[config.mk]
export PLATFORM = sky130hd
export DESIGN_NAME = if_id_queue
export DESIGN_NICKNAME = d
export VERILOG_FILES = /design/src/rtl/if_id_queue.sv
export SDC_FILE = /design/constraint.sdc
export NUM_CORES = 1
export LEC_CHECK = 0
export ABC_AREA = 0
export CELL_PAD_IN_SITES_DETAIL_PLACEMENT = 0
export CELL_PAD_IN_SITES_GLOBAL_PLACEMENT = 1
export CORE_UTILIZATION = 51
export DETAILED_ROUTE_END_ITERATION = 10
export GPL_TIMING_DRIVEN = 1
export PLACE_DENSITY = 0.94
export SLEW_MARGIN = 20
export SYNTH_ARGS = -nofsm -noshare
export SYNTH_HDL_FRONTEND = slang
export SYNTH_SLANG_ARGS = --single-unit
[constraint.sdc]
create_clock -name clk -period 4.8 [get_ports clk]
set_input_delay 0.96 -clock clk [delete_from_list [all_inputs] [get_ports clk]]
set_output_delay 0.96 -clock clk [all_outputs]
set_load 0.03 [all_outputs]
[src/rtl/if_id_queue.sv]
// Fetch-to-decode instruction queue: circular buffer of {pc, inst} pairs with flush and drop counter.
// Optional same-cycle bypass when empty is enabled by defining IF_ID_QUEUE_BYPASS_EN.
module if_id_queue #(
    parameter int DEPTH = 4,
    parameter int AW    = 32,
    parameter int DW    = 32
) (
    input  logic          clk,
    input  logic          rst,
    input  logic          if_valid,
    input  logic [AW-1:0] if_pc,
    input  logic [DW-1:0] if_inst,
    output logic          if_ready,
    output logic          id_valid,
    output logic [AW-1:0] id_pc,
    output logic [DW-1:0] id_inst,
    input  logic          id_ready,
    input  logic          flush,
    output logic [7:0]    drop_cnt
);
    localparam int PW = (DEPTH > 1) ? $clog2(DEPTH) : 1;

    logic [PW-1:0] wr_ptr;
    logic [PW-1:0] rd_ptr;
    logic [PW:0]   count;
    logic [AW-1:0] pc_mem   [DEPTH];
    logic [DW-1:0] inst_mem [DEPTH];

    logic empty;
    logic full;
    logic push;
    logic pop;
    logic bypass;
    logic store;
    logic take;

    function automatic logic [7:0] sat_add8(input logic [7:0] a, input logic [7:0] b);
        logic [8:0] sum;
        sum = {1'b0, a} + {1'b0, b};
        return sum[8] ? 8'hFF : sum[7:0];
    endfunction

    assign empty    = (count == '0);
    assign full     = (count == (PW+1)'(DEPTH));
    assign if_ready = ~full;

`ifdef IF_ID_QUEUE_BYPASS_EN
    // An empty queue forwards the incoming pair straight to decode.
    assign bypass   = empty & if_valid & ~flush;
    assign id_valid = ~empty | bypass;
    assign id_pc    = ~empty ? pc_mem[rd_ptr]   : (bypass ? if_pc   : '0);
    assign id_inst  = ~empty ? inst_mem[rd_ptr] : (bypass ? if_inst : '0);
`else
    assign bypass   = 1'b0;
    assign id_valid = ~empty;
    assign id_pc    = ~empty ? pc_mem[rd_ptr]   : '0;
    assign id_inst  = ~empty ? inst_mem[rd_ptr] : '0;
`endif

    assign push  = if_valid & if_ready;
    assign pop   = id_valid & id_ready;
    // A bypassed pair consumed the same cycle never touches storage.
    assign store = push & ~(bypass & id_ready);
    assign take  = pop & ~empty;

    always_ff @(posedge clk or posedge rst) begin
        if (rst) begin
            wr_ptr   <= '0;
            rd_ptr   <= '0;
            count    <= '0;
            drop_cnt <= '0;
        end else if (flush) begin
            wr_ptr   <= '0;
            rd_ptr   <= '0;
            count    <= '0;
            drop_cnt <= sat_add8(drop_cnt, 8'(count) + 8'(push));
        end else begin
            if (store) wr_ptr <= wr_ptr + PW'(1);
            if (take)  rd_ptr <= rd_ptr + PW'(1);
            count <= count + (PW+1)'(store) - (PW+1)'(take);
        end
    end

    always_ff @(posedge clk) begin
        if (store & ~flush) begin
            pc_mem[wr_ptr]   <= if_pc;
            inst_mem[wr_ptr] <= if_inst;
        end
    end

endmodule

Yosys cells after proc, flatten, opt, wreduce, memory -nomap -nowiden
Memories as Yosys holds them, arrays and structs flattened.
Cells that the tools add are included.
{ "word_totals": {"ramBits": 256, "mem_count": 2, "output_inout_bits": 74, "wordCells": 33, "ff_bits": 15} }
{ "memory_table": {"columns": ["name", "depth", "width", "read_ports", "rd_clocked_by_memory_dff", "write_ports", "line_no", "rtl"], "rows": [
  ["inst_mem", 4, 32, 1, 0, 1, "27", "logic [DW-1:0] inst_mem [DEPTH];"],
  ["pc_mem", 4, 32, 1, 0, 1, "26", "logic [AW-1:0] pc_mem [DEPTH];"]
]} }
{ "op_classes": {"mux": 10, "reduce_logical": 3, "n_eq_ne": 1, "n_addsub": 6, "bitwise": 7} }
{ "op_table": {"columns": ["cell", "n"], "rows": [
  ["32-bit 2-to-1 mux", 2],
  ["8-bit by 4-bit adder with 9-bit output", 1],
  ["2-bit 2-to-1 mux", 4],
  ["8-bit 2-to-1 mux", 1],
  ["2-bit by 1-bit adder with 2-bit output (second input constant)", 2],
  ["3-bit by 1-bit adder with 4-bit output", 1],
  ["1-bit bitwise AND", 4],
  ["2-bit nonzero test", 2],
  ["3-bit by 1-bit adder with 3-bit output", 1],
  ["3-bit == test (second input constant)", 1],
  ["3-bit logical NOT", 1],
  ["3-bit 2-to-1 mux", 1],
  ["1-bit NOT", 3],
  ["3-bit by 1-bit subtractor with 3-bit output", 1],
  ["1-bit 2-to-1 mux", 2]
]} }

Logic depth before layout (Yosys ltp)
{ "depth": {"ltp_word": 6, "mapped_depth": 9, "ltp_nobuf": 9} }

Worst setup path after synthesis
No wires, ideal clock.
{ "synth_path": {"kind": "input to register", "startpoint": "input flush", "endpoint": "memory inst_mem[0][0], enable pin", "setup_slack_ps": 1661, "cell_stages": 2, "t_arrival_ps": 2710, "path_cell_list": "and3b_1 and2_1"} }
{ "synth_between": {"elab_chain_cells": 4} }
{ "synth_lines": {"columns": ["item", "line_no", "rtl"], "rows": [
  ["start: declaration", "18", "input logic flush,"],
  ["1-bit NOT", "85", "if (store & ~flush) begin"],
  ["1-bit bitwise AND", "85", null],
  ["1-bit 2-to-1 mux", "85", null],
  ["1-bit 2-to-1 mux (not written as such)", "87", "inst_mem[wr_ptr] <= if_inst;"],
  ["end: declaration", "27", null]
]} }
No other way between the ends.

Worst setup path after layout
{ "layout_path": {"startpoint": "register rd_ptr[0]", "endpoint": "output id_pc[13]"} }
{ "layout_between": {"elab_chain_cells": 2} }
{ "layout_lines": {"columns": ["item", "line_no", "rtl"], "rows": [
  ["start: declaration", "24", "logic [PW-1:0] rd_ptr;"],
  ["start signal: assignment", "79", "if (take) rd_ptr <= rd_ptr + PW'(1);"],
  ["memory read 4 x 32 bit", null, null],
  ["32-bit 2-to-1 mux", "56", "assign id_pc = ~empty ? pc_mem[rd_ptr] : '0;"],
  ["end: declaration", "15", "output logic [AW-1:0] id_pc,"]
]} }
No other way between the ends.

==> impl_results.md <==
* Postcts setup bufs at 0
* Cts hold-fix bufs at 0
* RR Startpoint: count[1]
* All-Layer GR Usage at 0.187
* Antenna Nets Post-Route at 0
* Startpoint Class: register
* Synth-to-Final Area Change at 23.2%
* Starting Density at 0.521
* Iter 0 DRT Violations at ~300
* TritonCTS clock tree: built
* Crit path capture type: output pin
* Residual DRC at 0
* Worst-Margin Slew at 1.00 ns
* CTS Buffer Depth at 3
* Post-place setup slack at 1.28 ns
* Crit path kind: register to output pin
* Final WL at 19100 um
* Mapped Cells at 499
* Post-synth EDFFs at 256
* Fmax at 251 MHz
* Number of antenna diodes at 0
* Largest net degree at the start of global routing at 68
* H-tree level count at 1
* Vias in the first global route at roughly 5600
* CTS Root Cell: clkbuf_16
* R2R setup slack at 2.08 ns
* Skew final at 0.0113 ns
* Count of input and output buffers at about 140
* Total power at 7.26 mW
* Max-cap violations at 0
* Min-Delay Path Depth at 2
* I/O pins at 143
* Setup TNS at 0 ns
* Wire length of the first global-routing pass at between 30000 and 40000 um
* Post-synth top flop: edfxtp_1
* Crit path cell chain: buf_4, mux4_2, and2_1, clkdlybuf4s50_1
* Layout cells sized above 1 at 0.166
* Routability cong. at around 0.73
* Num Clock Sinks at 271
* Fin. Hold Viols at 0
* Final #Nets at 730
* Netlist cell types at 30
* Congestion Overflow GR at 0
* Initial antenna violation count at 1
* Setup violators final at 0
* Pwr/cell area at 557 mW/mm^2
* DR vias/cell at roughly 5.4
* Via count at 5060
* Worst-Skew Late Latency at 0.52 ns
* Max_slew headroom at 0.333
* Synthesized area per cell at between 20 and 25 um^2
* CTS buffer count at 27
* RSZ-0062 raised after global routing: false
* Worst hold start: wr_ptr[1]
* Syn Std Cell Area at 0.0106 mm^2
* Yosys warnings at 0
* Final Cycle Share at 0.829
* Final-report max-slew violation count at 0
* First-pass iteration count of the detailed router at 5
* Worst Setup SP: rd_ptr[0]
* Synthesized Nets at 579
* Die X at 146 um
* Register area share after synthesis at 0.763
* Leak at 4.21 nW
* Core ar. at 0.0203 mm^2
* Worst Path Required at around 3.8 ns
* Crit path max-delay family: buffers and inverters
* Die H at 146 um
* Die area at 0.0213 mm^2
* Finished Core Util at 0.641
* Filler cell count at ~1400
* HPWL Detailed at 11100 um
* Crit Path Max Fanout at 29
* Clock edge transition at the registers on the reported setup and hold paths at approximately 0.060 ns
* Arr. time, crit path at 3.02 ns
* Hold Slack at around 0.57 ns
* Num rows at 52
* WP depth at 4
* R2R cell count at 9
* Commonest cells after routing, fill and taps aside: edfxtp_1 (256), clkdlybuf4s50_1 (142), and2_1 (65)
* Seq cells post-synth at 271
* Status: finished clean
* Final min period at ~4.0 ns
* WL/cell at 20.4 um
* CP Buf/Inv Count at 2
* Slowest cell delay on critical path at 0.79 ns
* Critical path's slowest cell: dfrtp_4
* Commonest non-fill, non-tap cell in the layout: edfxtp_1
* HP Class: register to register
* Ys async rst share at 0.0554
* Peak supply drop at 0.366 mV
* Worst Setup Slack, final at roughly 0.82 ns
* Post-CTS sizing at 0
==> worst paths after layout <==
| check | end |
|---|---|
| worst min-delay path | wr_ptr[1] |
| max in group asynchronous | rd_ptr[1] |
| worst min register to register | wr_ptr[1] |
| worst max-delay path | id_pc[13] |
| min in group asynchronous | drop_cnt[3] |
| worst max register to register | drop_cnt[7] |
==> cells by family (layout without fill, tap and decap cells) <==
logic type,after synthesis,after routing,share of synthesized area
DFF,271,271,0.763
and+or+nand+nor,101,101,0.0549
muxes,67,67,0.139
buffers and inverters,30,200,0.0152
AOI/OAI and AO/OA,13,13,0.00734
adders and majority gates,11,11,0.0152
xor gates and xnor gates,6,6,0.00497
==> power breakdown <==
part | total (mW) | switching [mW] | leakage, nW | internal, mW
Combinational | 2.45 | 1.29 | 1.32 | 1.16
Sequential | 2.96 | 0.185 | 2.51 | 2.78
Clock | 1.85 | 0.820 | 0.384 | 1.03
==> worst reg2reg max path: stages, from the launching register on <==
cell and delay [ns]:
dfrtp_1 0.47, or3b_2 0.52, nand2_1 0.21, fa_1 0.23, inv_1 0.06, fa_1 0.40, a21oi_1 0.19, or2_2 0.18
nand2_1 0.06, mux2_1 0.29
==> flip-flops by register name, indices dropped and copies added (netlist names) <==
signal,flops
inst_mem,128
pc_mem,128
wr_ptr,2
drop_cnt,8
count,3
rd_ptr,2
==> metrics by stage <==
step,cells,instance area [um^2]
6_report,939,13000
5_1_grt,939,13000
3_5_place_dp,891,12200
2_1_floorplan,499,10600
4_1_cts,939,13000
3_3_place_gp,891,12200
==> synthesized netlist by cell type (2+ instances only) <==
cell type / count / share of area
edfxtp_1: 256 / 0.73
nor3_1: 2 / 0.00095
o21ai_0: 4 / 0.0019
mux4_2: 64 / 0.14
buf_2: 8 / 0.0038
xnor2_1: 4 / 0.0033
mux2i_1: 2 / 0.0019
a21oi_1: 5 / 0.0024
fa_1: 3 / 0.0057
clkbuf_1: 9 / 0.0032
dfrtp_1: 15 / 0.036
nand3_1: 3 / 0.0014
ha_1: 8 / 0.0095
buf_6: 5 / 0.0053
xor2_1: 2 / 0.0017
a31oi_1: 2 / 0.0012
and2_1: 69 / 0.041
nor2_1: 9 / 0.0032
inv_1: 8 / 0.0028
nand2_1: 11 / 0.0039
==> per-layer routing <==
layer	global-route usage	routed length, um
met2	0.324	9630
met1	0.246	7840
met3	0.0354	1320
met4	0.0447	321
met5	0	17
==> cell type report <==
type	count	area, um^2	area share
Sequential cell	271	8070	0.620
Multi-Input combinational cell	198	2360	0.181
Timing Repair Buffer	144	1450	0.111
Clock buffer	33	698	0.0536
Tap cell	270	338	0.0259
Clock inverter	15	76.3	0.00586
Inverter	8	30.0	0.00231
Power figures use the tool's default switching activity.
